$ cat src/rtl/serial_parity_pkg.sv
// Shared types and constants for the bit-serial parity accumulator.
package serial_parity_pkg;

  // Controller states: collecting frame bits, or presenting a finished parity bit.
  typedef enum logic {
    ST_ACC  = 1'b0,
    ST_HOLD = 1'b1
  } state_t;

  // Default number of data bits per frame.
  localparam int unsigned FRAME_LEN_DEF = 8;

  // Width of the in-frame bit index for a frame of n bits.
  function automatic int unsigned idx_w(input int unsigned n);
    return $clog2(n);
  endfunction

endpackage

$ cat src/rtl/parity_xor_step.sv
// Single-bit XOR fold step (acc_next = acc ^ din) built only from NOR cells.
module parity_xor_step (
  input  logic acc,
  input  logic din,
  output logic acc_next
);

  logic n_ab;
  logic n_a;
  logic n_b;
  logic xnor_ab;

  // Four NORs form an XNOR; a fifth NOR wired as an inverter gives XOR.
  nor g_ab   (n_ab, acc, din);
  nor g_a    (n_a, acc, n_ab);
  nor g_b    (n_b, din, n_ab);
  nor g_xnor (xnor_ab, n_a, n_b);
  nor g_inv  (acc_next, xnor_ab, xnor_ab);

endmodule

$ cat src/rtl/serial_parity_acc.sv
// Bit-serial parity accumulator: folds one bit per accepted beat and hands off
// one parity bit per FRAME_LEN-bit frame over a valid/ready interface.
// Define SERIAL_PARITY_ODD_EN for odd parity; otherwise even parity is produced.
module serial_parity_acc
  import serial_parity_pkg::*;
#(
  parameter int unsigned FRAME_LEN = FRAME_LEN_DEF,
  parameter int unsigned CNT_W     = 8
) (
  input  logic                          clk,
  input  logic                          rst_n,
  input  logic                          in_valid,
  input  logic                          in_bit,
  output logic                          in_ready,
  input  logic                          frame_clr,
  output logic                          out_valid,
  output logic                          out_parity,
  input  logic                          out_ready,
  output logic [idx_w(FRAME_LEN)-1:0]   bit_idx,
  output logic [CNT_W-1:0]              frame_cnt
);

  localparam int unsigned      IW       = idx_w(FRAME_LEN);
  localparam logic [IW-1:0]    LAST_IDX = IW'(FRAME_LEN - 1);
`ifdef SERIAL_PARITY_ODD_EN
  localparam logic             ODD      = 1'b1;
`else
  localparam logic             ODD      = 1'b0;
`endif

  state_t            state_q, state_d;
  logic              acc_q, acc_d;
  logic [IW-1:0]     bit_idx_q, bit_idx_d;
  logic [CNT_W-1:0]  frame_cnt_q, frame_cnt_d;
  logic              out_valid_q, out_valid_d;
  logic              out_parity_q, out_parity_d;
  logic              acc_step;

  parity_xor_step u_step (
    .acc      (acc_q),
    .din      (in_bit),
    .acc_next (acc_step)
  );

  // State register and datapath flops with synchronous active-low reset.
  always_ff @(posedge clk) begin
    if (!rst_n) begin
      state_q      <= ST_ACC;
      acc_q        <= 1'b0;
      bit_idx_q    <= '0;
      frame_cnt_q  <= '0;
      out_valid_q  <= 1'b0;
      out_parity_q <= 1'b0;
    end else begin
      state_q      <= state_d;
      acc_q        <= acc_d;
      bit_idx_q    <= bit_idx_d;
      frame_cnt_q  <= frame_cnt_d;
      out_valid_q  <= out_valid_d;
      out_parity_q <= out_parity_d;
    end
  end

  // Next-state logic: accumulate in ACC (abort wins over a beat), hand off in HOLD.
  always_comb begin
    state_d      = state_q;
    acc_d        = acc_q;
    bit_idx_d    = bit_idx_q;
    frame_cnt_d  = frame_cnt_q;
    out_valid_d  = out_valid_q;
    out_parity_d = out_parity_q;
    unique case (state_q)
      ST_ACC: begin
        if (frame_clr) begin
          acc_d     = 1'b0;
          bit_idx_d = '0;
        end else if (in_valid) begin
          if (bit_idx_q == LAST_IDX) begin
            out_parity_d = acc_step ^ ODD;
            out_valid_d  = 1'b1;
            acc_d        = 1'b0;
            bit_idx_d    = '0;
            state_d      = ST_HOLD;
          end else begin
            acc_d     = acc_step;
            bit_idx_d = bit_idx_q + 1'b1;
          end
        end
      end
      ST_HOLD: begin
        if (out_ready) begin
          out_valid_d = 1'b0;
          frame_cnt_d = frame_cnt_q + 1'b1;
          state_d     = ST_ACC;
        end
      end
    endcase
  end

  // Outputs come straight from registered state; in_ready never depends on out_ready.
  always_comb begin
    in_ready   = (state_q == ST_ACC);
    out_valid  = out_valid_q;
    out_parity = out_parity_q;
    bit_idx    = bit_idx_q;
    frame_cnt  = frame_cnt_q;
  end

endmodule

$ cat config.mk
export PLATFORM = sky130hd
export DESIGN_NAME = serial_parity_acc
export DESIGN_NICKNAME = d
export VERILOG_FILES = /design/src/rtl/serial_parity_pkg.sv /design/src/rtl/parity_xor_step.sv /design/src/rtl/serial_parity_acc.sv
export SDC_FILE = /design/constraint.sdc
export NUM_CORES = 1
export LEC_CHECK = 0
export ABC_AREA = 1
export CAP_MARGIN = 30
export CELL_PAD_IN_SITES_DETAIL_PLACEMENT = 1
export CELL_PAD_IN_SITES_GLOBAL_PLACEMENT = 2
export CORE_MARGIN = 2
export CORE_UTILIZATION = 26
export DETAILED_ROUTE_END_ITERATION = 16
export HOLD_SLACK_MARGIN = 0.12
export PLACE_DENSITY_LB_ADDON = 0.3
export SYNTH_ARGS = -nofsm -noshare
export SYNTH_HDL_FRONTEND = slang
export SYNTH_HIERARCHICAL = 1
export SYNTH_SLANG_ARGS = --single-unit
$ cat constraint.sdc
create_clock -name clk -period 2.17 [get_ports clk]
set_input_delay 0.3255 -clock clk [delete_from_list [all_inputs] [get_ports clk]]
set_output_delay 0.3255 -clock clk [all_outputs]
set_load 0.02 [all_outputs]
==> results of run 1 <==
cells in the final DEF, fill, tap and decap left out, drive strengths merged:
cell type	count
nor3	1
a31oi	1
nand2	28
o21a	1
inv	16
clkdlybuf4s50	19
nor2	13
ha	4
dfxtp	15
nand4	2
clkbuf	4
nand3	8
nor3b	2
o21ai	2
a21oi	11
flip-flops by register name (all words and copies together) (netlist names):
register	flops
out_parity	1
acc_q	1
frame_cnt	8
state_q	1
bit_idx	3
out_valid	1
critical path, delay by kind of cell (launching register included):
kind	cells	cell delay, ns
DFF	1	0.36
buffers and inverters	2	0.75
area by class of cell:
cell class / count / area share
sequential: 15 / 0.303
timing repair buffer: 19 / 0.192
clock buffer: 4 / 0.0265
tap: 31 / 0.0391
multi-input combinational: 73 / 0.380
inverter: 16 / 0.0605
report_power, final:
part / internal, uW / leakage, uW / switching, uW
registers: 278 / 0.000121 / 2.88
clock network: 71.4 / 0.0000150 / 90.7
logic: 19.6 / 0.000278 / 21.8
cells in the mapped netlist, drive strengths merged, types with 2 or more instances:
library cell,instances
a21oi,11
inv,16
nand3,8
ha,4
nand2,28
o21ai,2
dfxtp,15
nand4,2
nor2,13
nor3b,2
cell families (layout without fill, tap and decap cells):
| kind of cell | after synthesis | in the layout | synth area share |
|---|---|---|---|
| simple gates | 54 | 54 | 0.329 |
| buf+inv | 17 | 39 | 0.0877 |
| compound gates | 15 | 15 | 0.111 |
| flops | 15 | 15 | 0.405 |
| fa+ha+maj | 4 | 4 | 0.0675 |
worst paths after layout:
kind | end | slack, ns
worst max-delay path | in_ready | 0.46
worst min-delay path | out_valid | 0.49
worst max register to register | acc_q | 0.90
worst min register to register | out_valid | 0.49
per-layer routing:
| metal | vias up | track usage |
|---|---|---|
| li1 | 377 | - |
| met1 | 337 | 0.165 |
| met2 | 11 | 0.200 |
| met3 | 4 | 0.0204 |
| met4 | 0 | 0.0897 |
| met5 | - | 0 |
stage by stage:
| step | instances | util | hold WS [ns] | total power, uW |
|---|---|---|---|---|
| global route | 158 | 0.363 | 0.525 | 507 |
| CTS | 158 | 0.363 | 0.498 | 495 |
| detailed placement | 154 | 0.353 | 0.477 | 329 |
| global placement | 154 | 0.353 | 0.455 | 328 |
| finish | 158 | 0.363 | 0.488 | 484 |
| floorplan | 105 | - | 0.457 | 309 |
==> results.md, run 1 <==
* Fmax at 583 MHz
* Met1 wire length at 872 um
* Antenna violations before repair at 0
* CTS sink cnt at 15
* Worst EP required at 1.84 ns
* Via count of the first global-routing pass at 743
* Slowest stage cell, crit path: clkdlybuf4s50_1
* LEAKAGE at roughly 0.00041 uW
* Slew margin rel. at 0.777
* Skew-Pair Late Insertion Delay at 0.29 ns
* Area Growth Syn to Fin at 33.7%
* # diodes at 0
* Mean Syn Cell Area at just over 7 um^2
* Num ports at 20
* Global-route wire length before repair at 3.20 mm
* IO buf count at 19
* Hold Crit Class: reg -> reg
* Synthesized area at 742 um^2
* Total Wirelength at 1.79 mm
* Final Critical Period at 1.71 ns
* DP Area at 966 um^2
* Num CTS Buffers at 3
* Initial DRC count at 13
* Fin crit share at 0.790
* TritonCTS clock tree: yes
* Top post-synthesis cells by area: dfxtp_1, nand2_1, inv_1, a21oi_1, ha_1
* Setup tns final at 0 ns
* Syn_nets at approximately 120
* CP max FO at 7
* Max-slew violations at 0
* Hold Startpoint: out_valid
* Initial Util at 0.271
* Post-Syn Instances at roughly 110
* Synth Flop Type: dfxtp_1
* FF+latch count, synth at 15
* Drt via density at approximately 4.6
* Routed via count at 729
* Core Area at 2730 um^2
* Hold Crit Depth at 2
* Final setup margin at roughly 0.46 ns
* Layout cells sized above 1 at 0.0709
* FF-to-FF path depth at 5
* Cell taking the most area after synthesis: dfxtp_1
* Max Buffers Root-to-Sink at 2
* Power Dens Cells at 488 nW/um^2
* Routed wl met2 at 810 um
* Nets at 138
* Max rail drop VDD at 0.341 mV
* Setup crit start: state_q
* Final Hold Vio Count at 0
* Max layer used: met4
* DRT Pass-1 Iters at 2
* Root buffer cell: clkbuf_4
* Pre-CTS setup slack at 0.643 ns
* H-tree Lvls at 1
* Slew at the pin closest to its max-slew limit at around 0.33 ns
* Cts repair resizes at 0
* Fillers at 346
* Die Span X at 57.4 um
* Top-area cell type share of the netlist area at 0.405
* HPWL Detailed at 1.47 mm
* Post-synth ARST share at 0
* Post-synth EDFFs at 0
* Startpoint Class: register
* CTS clock-pin slew for the worst setup and hold paths at 0.08 ns
* Max-Cap Viols at 0
* YS warnings at 6
* All-Layer GR Usage at 0.130
* Worst Setup End Kind: primary output
* Worst-path cell chain: inv_2 > clkdlybuf4s50_1
* Crit path DAT at approximately 1.4 ns
* Unrepaired setup endpoints after global routing: false
* Setup-failing EPs final at 0
* Design area at approximately 990 um^2
* Status: complete, no violations
* Hold Buf Count CTS at 0
* Yosys cell types at 20
* Post-DR wirelength/cell at 11.4 um
* Largest net degree at the start of global routing at 10
* Multi-input logic area at 377 um^2
* Post CTS Setup Buffer Count at 0
* DRC viols at 0
* FF+latch area at 300 um^2
* Crit-path max cell delay at 0.63 ns
* Post-Route Skew at 0.00810 ns
* Num rows at 19
* Reg2reg start: bit_idx[0]
* Total gr overflow at 0
* Chip height at 57.4 um
* Die area at 3300 um^2
* Kind of critical path: reg -> out
* Gpl congestion at 0.717
* Sequential share of the synthesized area at 0.405
* WL met3 at 52 um
* Post-route ant nets at 0
No activity file was read; power rests on OpenSTA's default activity.
==> run 2, diff against run 1 <==
CORE_UTILIZATION = 22   (was 26)
clock period = 1.45 ns   (was 2.17 ns; I/O delays follow)
==> run 2 against run 1 <==
  * Core utilization fell by 4.9 points
  * Via count rose by 3.2%
  * Final area up 4.0%
  * Wire length is 3.1% higher
  * Sequential cell count unchanged
  * Critical path type unchanged
  * Clock skew is 0.0024 ns lower
  * Critical path depth unchanged
==> results.md, run 2 (synthesis gave the netlist of run 1 again) <==
* Status: complete, no violations
* Crit-path max cell delay at 0.42 ns (-0.21 ns)
* Worst EP required at 1.23 ns (-0.61 ns)
* Hold Startpoint: out_parity
* HPWL Detailed at 1.48 mm (+0.49%)
* Unrepaired setup endpoints after global routing: false
* FF-to-FF path depth at 5 (unchanged)
* TritonCTS clock tree: yes
* Post-Route Skew at 0.00566 ns (-0.00244 ns)
* Slowest stage cell, crit path: dfxtp_1
* Num rows at 21 (+2)
* Root buffer cell: clkbuf_4
* Routed via count at 752 (+3.2%)
* Num ports at 20 (unchanged)
* R2R Setup Slk at 0.17 ns (-0.73 ns)
* Non-Filler Instances at 178 (+13%)
* Startpoint Class: register
* Fillers at 428 (+24%)
* All-Layer GR Usage at 0.117 (-0.0122)
* Antenna violations before repair at 0 (unchanged)
* Gpl congestion at 0.685 (-4.5%)
* Most common cell after layout, fill and taps aside: nand2_1
* IO buf count at 19 (unchanged)
* CP max FO at 4 (-3)
* LEAKAGE at 0.000502 uW (+21%)
* Hold Crit Class: reg -> reg
* Worst-path cell chain: inv_2 > dlygate4sd2_1
* Slew margin rel. at 0.800 (+0.0231)
* Nets at 143 (+3.6%)
* Via count of the first global-routing pass at 771 (+3.8%)
* Area Growth Syn to Fin at 39.1%
* Largest net degree at the start of global routing at 10 (unchanged)
* Multi-input logic area at 377 um^2 (unchanged)
* Worst Setup EP: in_ready
* CTS sink cnt at 15 (unchanged)
* Drt via density at 4.22 (-8.4%)
* DRC viols at 0 (unchanged)
* Final Hold Vio Count at 0 (unchanged)
* Max rail drop VDD at 0.258 mV (-24%)
* Max Buffers Root-to-Sink at 2 (unchanged)
* Fin Hold WS at 0.482 ns (-0.00602 ns)
* Initial Util at 0.226 (-0.0455)
* Die area at 3850 um^2 (+17%)
* Kind of critical path: reg -> out
* Chip height at 62.1 um (+8.1%)
* DRT Pass-1 Iters at 2 (unchanged)
* Most frequent cells in the layout: nand2_1, inv_1, dfxtp_1
* Setup crit start: state_q
* Global-route wire length before repair at 3.30 mm (+3.0%)
* Layout Utilization at 0.314 (-0.0486)
* CTS clock-pin slew for the worst setup and hold paths at 0.10 ns (+0.02 ns)
* Max-slew violations at 0 (unchanged)
* Num CTS Buffers at 3 (unchanged)
* Power Dens Cells at 715 nW/um^2 (+46%)
* Total Wirelength at 1.85 mm (+3.1%)
* Core Area at 3280 um^2 (+20%)
* # diodes at 0 (unchanged)
* Post-DR wirelength/cell at 10.4 um (-8.5%)
* Max-Cap Viols at 0 (unchanged)
* Setup-failing EPs final at 0 (unchanged)
* Reg2reg start: bit_idx[0]
* Layout cells sized above 1 at 0.114 (+0.0428)
* Hold Buf Count CTS at 0 (unchanged)
* Fin crit share at 0.902
* Fmax at 765 MHz
* Total gr overflow at 0 (unchanged)
* Pre-CTS setup slack at 0.0353 ns (-0.607 ns)
* Setup tns final at 0 ns (unchanged)
* Placed Cells at 174 (+13%)
* Slew at the pin closest to its max-slew limit at 0.298 ns (-0.0347 ns)
* Crit path DAT at 1.09 ns (-0.30 ns)
* Die Span X at 62.1 um (+8.1%)
* R2r endpoint: bit_idx[1]
* Final setup margin at 0.143 ns (-0.313 ns)
* Skew-Pair Late Insertion Delay at 0.29 ns (about the same)
* Max reg flops at 8 (unchanged)
* Hold Crit Depth at 2 (unchanged)
* Final Critical Period at 1.31 ns
* Post-route ant nets at 0 (unchanged)
* Worst Setup End Kind: primary output
* H-tree Lvls at 1 (unchanged)
* FF+latch area at 300 um^2 (unchanged)
* Initial DRC count at 11 (-2)
## run 2: report_power, final
group	internal, uW	switching, uW	leakage, uW
combinational	29.2	32.6	0.000363
clock	103	153	0.0000177
sequential	416	3.95	0.000121
total	548	190	0.000502
## run 2: how the worst min path moves through the flow
stage                     slack [ns]            to
after floorplan                 0.38  frame_cnt[1]
after global placement          0.46    out_parity
after detailed placement        0.48    out_parity
after CTS                       0.49    out_parity
after global routing            0.52    out_parity
final                           0.48    out_parity
## run 2: timing repair
item / CTS / global route
endpoints found under the setup margin: 14 / 0
buffers inserted: 0 / 0
gates resized for setup: 14 / 0
## run 2: final cells by class
class / count / area share
repair buffers: 24 / 0.204
multi-input cells: 73 / 0.365
well taps: 46 / 0.0558
flip-flops and latches: 15 / 0.291
clock buffers: 3 / 0.0218
clock inverters: 1 / 0.00485
inverters: 16 / 0.0582
## run 2: stage by stage
step | total power, uW | instance area, um^2
6_report | 738 | 1030
5_1_grt | 778 | 1030
4_1_cts | 757 | 1030
3_5_place_dp | 494 | 1020
3_3_place_gp | 494 | 1020
2_1_floorplan | 462 | 742
## run 2: worst max-delay path: cells and delay by family, from the launching register on
family | cells | cell delay (ns)
flip-flops | 1 | 0.42
buffers and inverters | 2 | 0.37
## run 2: layer usage
layer / GRT usage / part of all wire
met5: 0 / 0
met4: 0.0638 / 0.020
met3: 0.0186 / 0.029
met2: 0.186 / 0.48
met1: 0.152 / 0.47
==> run 3, diff against run 2 <==
CAP_MARGIN = default   (was 30)
==> results of run 3 <==
Same layout as run 2: the final DEF is identical, and so are final timing and power.
